`src/rtl/mips_core_pkg.sv`:
```
// Shared MIPS core types: the fetch queue entry layout and its default depth.
package mips_core_pkg;

    localparam int FETCH_QUEUE_DEPTH = 4;
    localparam int FQ_ADDR_WIDTH     = 32;
    localparam int FQ_DATA_WIDTH     = 32;

    typedef struct packed {
        logic [FQ_ADDR_WIDTH-1:0] pc;
        logic [FQ_DATA_WIDTH-1:0] inst;
    } fetch_entry_t;

endpackage

```
`src/rtl/fetch_queue_ram.sv`:
```
// Fetch queue storage: DEPTH entries, one synchronous write port, one asynchronous read port.
// Entries carry no reset; the control logic gates every read with its valid flag.
module fetch_queue_ram
    import mips_core_pkg::*;
#(
    parameter int  DEPTH   = FETCH_QUEUE_DEPTH,
    parameter type entry_t = fetch_entry_t
) (
    input  logic                     clk,
    input  logic                     i_wr_en,
    input  logic [$clog2(DEPTH)-1:0] i_wr_addr,
    input  entry_t                   i_wr_data,
    input  logic [$clog2(DEPTH)-1:0] i_rd_addr,
    output entry_t                   o_rd_data
);

    entry_t r_mem [DEPTH];

    always_ff @(posedge clk) begin
        if (i_wr_en) begin
            r_mem[i_wr_addr] <= i_wr_data;
        end
    end

    assign o_rd_data = r_mem[i_rd_addr];

endmodule

```
`src/rtl/fetch_queue.sv`:
```
// Decoupling FIFO between i_cache and decode, with flush on branch/jump redirect.
// Defining FETCH_QUEUE_BYPASS_EN lets an empty queue forward its input to decode in the same cycle.
module fetch_queue
    import mips_core_pkg::*;
#(
    parameter int DEPTH      = FETCH_QUEUE_DEPTH,
    parameter int ADDR_WIDTH = FQ_ADDR_WIDTH,
    parameter int DATA_WIDTH = FQ_DATA_WIDTH
) (
    input  logic                       clk,
    input  logic                       rst_n,
    input  logic                       i_in_valid,
    input  logic [ADDR_WIDTH-1:0]      i_in_pc,
    input  logic [DATA_WIDTH-1:0]      i_in_inst,
    output logic                       o_in_ready,
    input  logic                       i_flush,
    output logic                       o_out_valid,
    output logic [ADDR_WIDTH-1:0]      o_out_pc,
    output logic [DATA_WIDTH-1:0]      o_out_inst,
    input  logic                       i_out_ready,
    output logic [$clog2(DEPTH+1)-1:0] o_count
);

    localparam int PTR_W = $clog2(DEPTH);
    localparam int CNT_W = $clog2(DEPTH+1);

    typedef struct packed {
        logic [ADDR_WIDTH-1:0] pc;
        logic [DATA_WIDTH-1:0] inst;
    } entry_t;

    logic [PTR_W-1:0] r_wr_ptr;
    logic [PTR_W-1:0] r_rd_ptr;
    logic [CNT_W-1:0] r_count;

    logic   w_full;
    logic   w_empty;
    logic   w_head_valid;
    logic   w_bypass;
    logic   w_push;
    logic   w_pop;
    logic   w_wr_en;
    logic   w_rd_en;
    entry_t w_in_entry;
    entry_t w_rd_entry;
    entry_t w_out_entry;

    assign w_full     = (r_count == CNT_W'(DEPTH));
    assign w_empty    = (r_count == '0);
    assign o_in_ready = !w_full;
    assign o_count    = r_count;

    assign w_in_entry.pc   = i_in_pc;
    assign w_in_entry.inst = i_in_inst;

    // A flush cycle never presents an entry, so decode cannot consume wrong-path work.
    assign w_head_valid = !w_empty && !i_flush;

`ifdef FETCH_QUEUE_BYPASS_EN
    assign w_bypass = w_empty && i_in_valid && !i_flush;
`else
    assign w_bypass = 1'b0;
`endif

    assign o_out_valid = w_head_valid || w_bypass;
    assign w_out_entry = w_bypass ? w_in_entry : w_rd_entry;
    assign o_out_pc    = o_out_valid ? w_out_entry.pc   : '0;
    assign o_out_inst  = o_out_valid ? w_out_entry.inst : '0;

    assign w_push = i_in_valid && !w_full && !i_flush;
    assign w_pop  = o_out_valid && i_out_ready && !i_flush;

    // A bypassed entry that decode takes immediately is never written into storage.
    assign w_wr_en = w_push && !(w_bypass && i_out_ready);
    assign w_rd_en = w_pop && !w_bypass;

    fetch_queue_ram #(
        .DEPTH   (DEPTH),
        .entry_t (entry_t)
    ) u_ram (
        .clk       (clk),
        .i_wr_en   (w_wr_en),
        .i_wr_addr (r_wr_ptr),
        .i_wr_data (w_in_entry),
        .i_rd_addr (r_rd_ptr),
        .o_rd_data (w_rd_entry)
    );

    always_ff @(posedge clk or negedge rst_n) begin
        if (!rst_n) begin
            r_wr_ptr <= '0;
            r_rd_ptr <= '0;
            r_count  <= '0;
        end else if (i_flush) begin
            r_wr_ptr <= '0;
            r_rd_ptr <= '0;
            r_count  <= '0;
        end else begin
            if (w_wr_en) begin
                r_wr_ptr <= r_wr_ptr + 1'b1;
            end
            if (w_rd_en) begin
                r_rd_ptr <= r_rd_ptr + 1'b1;
            end
            case ({w_wr_en, w_rd_en})
                2'b10:   r_count <= r_count + 1'b1;
                2'b01:   r_count <= r_count - 1'b1;
                default: r_count <= r_count;
            endcase
        end
    end

endmodule

```
`config.mk`:
```
export PLATFORM = sky130hd
export DESIGN_NAME = fetch_queue
export DESIGN_NICKNAME = d
export VERILOG_FILES = /design/src/rtl/mips_core_pkg.sv /design/src/rtl/fetch_queue_ram.sv /design/src/rtl/fetch_queue.sv
export SDC_FILE = /design/constraint.sdc
export NUM_CORES = 1
export LEC_CHECK = 0
export CAP_MARGIN = 5
export CORE_MARGIN = 10
export CORE_UTILIZATION = 55
export DETAILED_ROUTE_END_ITERATION = 8
export GPL_TIMING_DRIVEN = 1
export PLACE_DENSITY = 0.8
export SYNTH_ARGS = -nofsm -noshare
export SYNTH_HDL_FRONTEND = slang
export SYNTH_SLANG_ARGS = --single-unit
export TNS_END_PERCENT = 10
```
`constraint.sdc`:
```
create_clock -name clk -period 3.2 [get_ports clk]
set_input_delay 0.8 -clock clk [delete_from_list [all_inputs] [get_ports clk]]
set_output_delay 0.8 -clock clk [all_outputs]
set_load 0.03 [all_outputs]
```
### Yosys cells after proc, flatten, opt, wreduce, memory -nomap -nowiden

Memories as Yosys holds them, arrays and structs flattened.
Index checks and enable logic that the tools add are counted.

| operators by class | value |
|---|---|
| $add $sub $neg | 4 |
| eq/ne operators | 3 |
| mux-type cells | 10 |
| reductions and logical operators | 12 |

Operators by type and width:

| cell | count |
|---|---|
| 2-to-1 mux 32 bit | 2 |
| 2-to-1 mux 2 bit | 4 |
| one-hot mux 3 bit (2 select lines) | 1 |
| logical AND 1 bit | 5 |
| adder 2 x 1 -> 2 bit, second input constant | 2 |
| nonzero test 2 bit | 2 |
| adder 3 x 1 -> 3 bit, second input constant | 1 |
| == test 3 bit, second input constant | 1 |
| zero test 1 bit | 3 |
| zero test 3 bit | 1 |
| 2-to-1 mux 3 bit | 1 |
| nonzero test 3 bit | 1 |
| subtractor 3 x 1 -> 3 bit, second input constant | 1 |
| == test 2 x 1 -> 1 bit, second input constant | 1 |
| == test 2 bit, second input constant | 1 |
| 2-to-1 mux 1 bit | 2 |

| word-level totals | value |
|---|---|
| register bits after elaboration | 7 |
| RAM bits | 256 |
| bits of input ports | 69 |
| output and inout bits | 69 |
| logic and storage cells | 33 |
| memories kept | 1 |

Memories:

| memory | words | bits a word | read ports | clocked after memory_dff | wr ports | line | RTL |
|---|---|---|---|---|---|---|---|
| u_ram.r_mem | 4 | 64 | 1 | 0 | 1 | fetch_queue_ram.sv:17 | `entry_t r_mem [DEPTH];` |

### Depth between registers and ports, before layout

Gate-level depths: netlist (run 1).

| logic depth | value |
|---|---|
| word-level depth | 8 |
| mapped depth | 7 |
| mapped depth without buffers | 7 |

### By module

From an unflattened synthesis (run 1), not the netlist that was laid out.

| second synthesis, totals | value |
|---|---|
| cell total of the unflattened synthesis | 449 |
| area total of the unflattened synthesis | 10197.3 µm² |

By module, submodules not included:

| module | instances | cells an instance | area an instance (µm²) | seq. area each (µm²) |
|---|---|---|---|---|
| fetch_queue_ram | 1 | 338 | 9341.5 | 7687.4 |
| fetch_queue | 1 | 111 | 855.8 | 175.2 |

### Worst setup path before layout (run 1)

No wires, ideal clock.

| timing path | value |
|---|---|
| path type | input to register |
| start point | in i_flush |
| end point | mem u_ram.r_mem[2][0] in the netlist's numbering, enable pin |
| library setup time | 0.429 ns |
| arrival time | 2.736 ns |
| path slack | 0.035 ns |
| stages | 3 |
| cell sequence | clkbuf_1 -> and3b_2 -> and2_1 |

| between the ends | value |
|---|---|
| longest elaborated chain between the ends | 4 |

RTL lines:

| element | line | RTL |
|---|---|---|
| start, declared | fetch_queue.sv:16 | `input logic i_flush,` |
| zero test 1 bit | fetch_queue.sv:70 | `assign w_push = i_in_valid && !w_full && !i_flush;` |
| logical AND 1 bit | fetch_queue.sv:70 |  |
| 2-to-1 mux 1 bit | fetch_queue_ram.sv:20 | `if (i_wr_en) begin` |
| 2-to-1 mux 1 bit (implied by the code) | fetch_queue_ram.sv:21 | `r_mem[i_wr_addr] <= i_wr_data;` |
| end, declared | fetch_queue_ram.sv:17 |  |

Every way passes these cells.

### Worst setup path in the final report (run 1)

| timing path | value |
|---|---|
| start point | reg r_rd_ptr[0] |
| end point | out o_out_inst[27] |

| between the ends | value |
|---|---|
| longest elaborated chain between the ends | 2 |

RTL lines:

| element | line | RTL |
|---|---|---|
| start, declared | fetch_queue.sv:33 | `logic [PTR_W-1:0] r_rd_ptr;` |
| start signal, assigned | fetch_queue.sv:103 | `r_rd_ptr <= r_rd_ptr + 1'b1;` |
| memory read (4 x 64 bit) | n/a |  |
| 2-to-1 mux 32 bit | fetch_queue.sv:68 | `assign o_out_inst = o_out_valid ? w_out_entry.inst : '0;` |
| end, declared | fetch_queue.sv:19 | `output logic [DATA_WIDTH-1:0] o_out_inst,` |

Every way passes these cells.

==> impl_metrics.yaml, run 1 <==
setup_path:
  endpoint: "o_out_inst[27]"
  slowest_stage: "dfrtp_4"
  cp-end-kind: "output port"
  r2r_end: "o_count[2]"
  worst_ep_required_time_ns: 2.40
  critical_path.max_fanout: 11
  worstPathArrival_ns: 2.28
  r2r-start: "o_count[0]"
  path_class: "register to output port"
  crit_path_start: "r_rd_ptr[0]"
  cp_slowest_stage_delay_ns: 0.60
  reg2reg_slack_ns: 0.56
  crit_path_cell_trace: "buf_4, mux4_2, and2_1, buf_4"
  critical_path.most_common_cell: "buf_4"
  r2r_cells: 7
  critPathLaunchType: "register"
floorplanning:
  core_sq_um: 18100
  die_h_um: 156
  dieArea_sq_um: 24300
  num_rows: 49
  die_w_um: 156
  initial_core_util_pct: 56.2
  io_pins: 138
global_routing:
  grtUsageTotal_pct: 16.3
  grt_pass1_vias: 5474
  grt_max_degree: 66
  antenna_found_initial: 0
  grt_pass1_wl_mm: 30.7
  gr-total-overflow: 0
logic_synthesis:
  ys_ff_latch: 263
  synthDominantCellAreaShare_pct: 75.6
  postSynthAreaPerCell_sq_um: 22.2
  netlist_area_sq_um: 10200
  yosysTopAreaCell: "edfxtp_1"
  synth_fp_nets: 532
  ys_seq_area_share_pct: 77.3
  synth_top_flop_cell: "edfxtp_1"
  synth_edf_count: 256
  yosysUniqueCellTypes: 32
  ys_top_cells_by_count: "edfxtp_1, and2_1, mux4_2"
  netlist_top_cells_area: "edfxtp_1, mux4_2, and2_1, dfrtp_1, clkbuf_1"
  postSynthCellCount: 458
  yosysMostFrequentCell: "edfxtp_1"
  yosysWarnings: 0
  async_reset_ff_share_pct: 2.66
placement:
  placed_area_sq_um: 11900
  gp_congestion: 0.772
  place_hpwl_mm: 12.0
  port_buffers: 137
drt:
  detail_route.wl_per_cell_um: 22.9
  route.detailed.drc: 0
  routed-wl-met2_mm: 10.3
  vias: 4931
  wirelength_mm: 19.9
  vias_per_cell: 5.68
  first_iter_violations: 301
  m1WireLength_mm: 7.79
  routed.top_layer: "met4"
  dr.pass1.iters: 5
  dr_wl_met3_mm: 1.25
  detail-route-antenna-nets: 0
cts:
  cts_root_buffer: "clkbuf_16"
  cts.sink_count: 263
  cts_made_buffers: 27
  cts_resized: 0
  cts_tree: "done"
  h-tree-depth: 1
  cts_buffer_depth: 3
  path_clk_slew_ns: 0.06
  clkLatencyLatePin_ns: 0.52
power:
  peakVddDrop_uv: 511
  p_leak_nw: 4.30
  powerDensity_nw_per_um2: 688
sta:
  max_freq_mhz: 325
  min_period_ns: 3.08
  setup_viol: 0
  min_period_over_period_pct: 96.1
  hold_viol_final: 0
  rsz0062_at_grt: "false"
  relSlewSlack_pct: 67.7
  fin_skew_ns: 0.0107
  drv_slew: 0
  tightest_slew_ns: 0.484
  fin_setup_tns_ns: 0
layout:
  synthToLayoutAreaGrowth_pct: 25.8
  finalInstanceArea_sq_um: 12800
  diodes: 0
  drive_gt1_share_pct: 31.9
  layout.nets: 694
  fillerInstances: 1093
job:
  maxCapViolCount: 0
outcome:
  status: "completed"
min_path:
  hold_path.class: "primary input to async pin"
metrics by stage:
stage               hold slack, ns  power [mW]  setup WS (ns)  util (%)  std cells
floorplan                    0.504        5.13         0.0348         -        458
global placement             0.554        5.74          0.329      65.8        819
detailed placement           0.568        5.78         0.0966      65.8        819
CTS                          0.545        8.90         0.0733      70.8        868
global route                 0.567        9.12         0.0354      70.8        868
finish                       0.549        8.80          0.125      70.8        868
flip-flops by register name (all words and copies together) (netlist names):
| signal | count |
|---|---|
| r_wr_ptr | 2 |
| r_rd_ptr | 2 |
| o_count | 3 |
| u_ram.r_mem | 256 |
layer usage:
layer | global-route usage [%] | up-vias
li1 | - | 2191
met1 | 20.2 | 2522
met2 | 27.8 | 185
met3 | 3.53 | 33
met4 | 5.49 | 0
met5 | 0 | -
what timing repair did:
action | 4_1_cts | 5_1_grt
hold buffers | 0 | 0
endpoints found under the setup margin | 36 | 0
setup buffers | 1 | 0
critical path, delay by kind of cell, from the launching register on:
family	cells	cell delay, ns
buffers and inverters	2	0.43
flip-flops	1	0.60
multiplexers	1	0.54
AND/OR/NAND/NOR	1	0.18
cell families (layout without fill, tap and decap cells):
kind of cell | Yosys count | after routing | share of synthesized area [%]
XOR/XNOR | 3 | 3 | 0.332
multiplexers | 66 | 66 | 14.4
flip-flops | 263 | 263 | 77.3
AO/OA/AOI/OAI | 5 | 5 | 0.308
adder cells (fa/ha/maj) | 5 | 5 | 0.689
AND/OR/NAND/NOR | 90 | 90 | 5.61
buffers and inverters | 26 | 207 | 1.34
how the worst min path moves through the flow:
stage | startpoint | to | cells after the start
global placement | r_wr_ptr[1] | r_wr_ptr[1] | 2
CTS | rst_n | r_rd_ptr[1] | 1
floorplan | rst_n | o_count[0] | 0
global route | rst_n | r_rd_ptr[1] | 1
detailed placement | r_wr_ptr[1] | r_wr_ptr[1] | 2
finish | rst_n | r_rd_ptr[1] | 1
cell type report:
| class | instances | area [sq um] | area share [%] |
|---|---|---|---|
| well taps | 229 | 287 | 2.24 |
| multi-input cells | 169 | 2190 | 17.1 |
| repair buffers | 157 | 1550 | 12.1 |
| flip-flops and latches | 263 | 7870 | 61.5 |
| inverters | 2 | 7.51 | 0.0587 |
| clock inverters | 19 | 206 | 1.61 |
| clock buffers | 29 | 683 | 5.34 |
report_power, final:
group	total, mW	switching [mW]	leakage (nW)	internal, mW
clock	3.09	1.22	0.436	1.87
sequential	4.02	0.0815	2.41	3.94
combinational	1.69	0.882	1.45	0.810
placed cells by master, fill, tap and decap left out, types with 2 or more instances in the layout:
master | Yosys | final
nor2b_1 | 4 | 3
bufinv_16 | 0 | 4
nor2_1 | 4 | 4
clkdlybuf4s50_1 | 0 | 72
ha_1 | 4 | 4
nand3_1 | 2 | 2
buf_12 | 0 | 15
a21oi_1 | 2 | 2
clkbuf_1 | 15 | 2
clkinv_1 | 0 | 2
and2_4 | 0 | 4
dfrtp_4 | 0 | 2
buf_4 | 1 | 69
mux4_2 | 64 | 64
nand2_1 | 3 | 3
clkbuf_16 | 0 | 27
clkinv_2 | 0 | 9
nand2b_1 | 2 | 2
clkinvlp_4 | 0 | 3
and2_1 | 68 | 64
dfrtp_1 | 7 | 5
inv_1 | 2 | 2
edfxtp_1 | 256 | 256
No activity file was read; power rests on OpenSTA's default activity.
==> run 2, diff against run 1 <==
Settings changed: SKIP_LAST_GASP from default to 1.
==> results of run 2 <==
No change in the layout: final DEF, timing and power equal those of run 1.
==> run 3, diff against run 2 <==
Settings changed: CTS_BUF_LIST from default to sky130_fd_sc_hd__clkbuf_16.
==> run 3 against run 2 <==
Against the previous run:
- utilization stayed put
- total power is essentially flat
- register-to-register slack barely moved
- sequential share of layout area unchanged
- sequential power about the same
- non-clock buffer count stayed put
- combinational power barely moved
- setup slack worse by 0.0033 ns
- highest routed layer unchanged
- fmax fell by 0.11%
- sequential cell count stayed put
- via count rose by 0.39%
==> impl_metrics.yaml, run 3 (synthesized netlist as in run 1, its figures left out) <==
drt:
  vias_per_cell: 5.70
  detail-route-antenna-nets: 0
  detail_route.wl_per_cell_um: 22.8
  vias: 4950
  route.detailed.drc: 0
  first_iter_violations: 301
  wirelength_mm: 19.8
  dr.pass1.iters: 4
layout:
  drive_gt1_share_pct: 31.9
  seq_area_sq_um: 7870
  multi_input_comb_area_sq_um: 2190
  diodes: 0
  final_common_cell: "edfxtp_1"
  layout_common_cells: "edfxtp_1, clkdlybuf4s50_1, buf_4"
  synthToLayoutAreaGrowth_pct: 25.8
  largest_register: "u_ram.r_mem"
  layout.nets: 694
  fillerInstances: 1093
  largest_reg_flops: 256
floorplanning:
  dieArea_sq_um: 24300
  die_h_um: 156
  core_sq_um: 18100
  initial_core_util_pct: 56.2
  num_rows: 49
  die_w_um: 156
  io_pins: 138
cts:
  cts_made_buffers: 27
  h-tree-depth: 1
  cts.sink_count: 263
  clkLatencyLatePin_ns: 0.52
  cts_root_buffer: "clkbuf_16"
  cts_tree: "done"
  cts_buffer_depth: 3
  path_clk_slew_ns: 0.06
  ctsHoldBuffers: 0
global_routing:
  antenna_found_initial: 0
  gr-total-overflow: 0
  grt_pass1_wl_mm: 30.7
  grt_pass1_vias: 5474
  grtUsageTotal_pct: 16.3
  grt_max_degree: 66
sta:
  hold_ws_ns: 0.549
  fin_setup_tns_ns: 0
  relSlewSlack_pct: 67.7
  hold_viol_final: 0
  setup_viol: 0
  fin_skew_ns: 0.0104
  min_period_ns: 3.08
  fin_ws_ns: 0.122
  drv_slew: 0
  min_period_over_period_pct: 96.2
  tightest_slew_ns: 0.484
  rsz0062_at_grt: "false"
  max_freq_mhz: 325
setup_path:
  worstPathArrival_ns: 2.28
  critical_path.max_fanout: 11
  worst_ep_required_time_ns: 2.40
  cp-end-kind: "output port"
  path_class: "register to output port"
  r2r-start: "o_count[2]"
  crit_path_start: "r_rd_ptr[0]"
  r2r_cells: 7
  reg2reg_slack_ns: 0.56
  critPathLaunchType: "register"
  endpoint: "o_out_inst[27]"
  r2r_end: "o_count[2]"
power:
  peakVddDrop_uv: 512
  powerDensity_nw_per_um2: 687
  p_leak_nw: 4.31
placement:
  pre_cts_ws_ns: 0.0966
  place_hpwl_mm: 12.0
  gp_congestion: 0.772
  port_buffers: 137
outcome:
  status: "completed"
job:
  maxCapViolCount: 0
min_path:
  hold_path.class: "primary input to async pin"
run 3: cell count changes in the layout (fill, tap and decap cells not counted), sizes merged:
cell,change
inv,+2
clkbuf,-2
run 3: where the power goes:
group	total (mW)	switching (mW)	internal, mW
registers	4.02	0.0812	3.94
logic	1.69	0.883	0.811
clock network	3.08	1.22	1.86
total	8.79	2.18	6.61
run 3: how the worst min path moves through the flow:
stage / slack [ns] / depth (start not counted) / endpoint / start
6_report: 0.55 / 1 / r_rd_ptr[1] / rst_n
3_3_place_gp: 0.55 / 2 / r_wr_ptr[1] / r_wr_ptr[1]
5_1_grt: 0.57 / 1 / r_rd_ptr[1] / rst_n
3_5_place_dp: 0.57 / 2 / r_wr_ptr[1] / r_wr_ptr[1]
4_1_cts: 0.55 / 1 / r_rd_ptr[1] / rst_n
2_1_floorplan: 0.50 / 0 / o_count[0] / rst_n
run 3: metal layers:
layer | vias to the layer above | wire length [um] | GRT usage (%)
met5 | - | 0 | 0
met4 | 0 | 495 | 5.49
met3 | 37 | 1280 | 3.53
met2 | 197 | 10400 | 27.8
met1 | 2525 | 7600 | 20.2
li1 | 2191 | - | -
run 3: repair_timing:
item,4_1_cts,5_1_grt
buffers inserted,1,0
resized for setup,0,0
setup endpoints to repair,36,0
run 3: cell type report:
type	instances	area share, %
Sequential cell	263	61.5
Multi-Input combinational cell	169	17.1
Timing Repair Buffer	157	12.1
Clock buffer	27	5.28
Tap cell	229	2.24
Clock inverter	21	1.67
Inverter	2	0.0587
run 3: worst max-delay path, stage by stage, from the launching register on:
cell and delay (ns):
dfrtp_4 0.60, buf_4 0.27, mux4_2 0.54, and2_1 0.18, buf_4 0.16
run 3: through the flow:
stage                     power, mW  instance area, sq um  util, %  cells
after detailed placement       5.78                 11900     65.8    819
after global placement         5.74                 11900     65.8    819
after floorplan                5.13                 10200        -    458
after global routing           9.12                 12800     70.8    868
final                          8.79                 12800     70.8    868
after CTS                      8.89                 12800     70.8    868
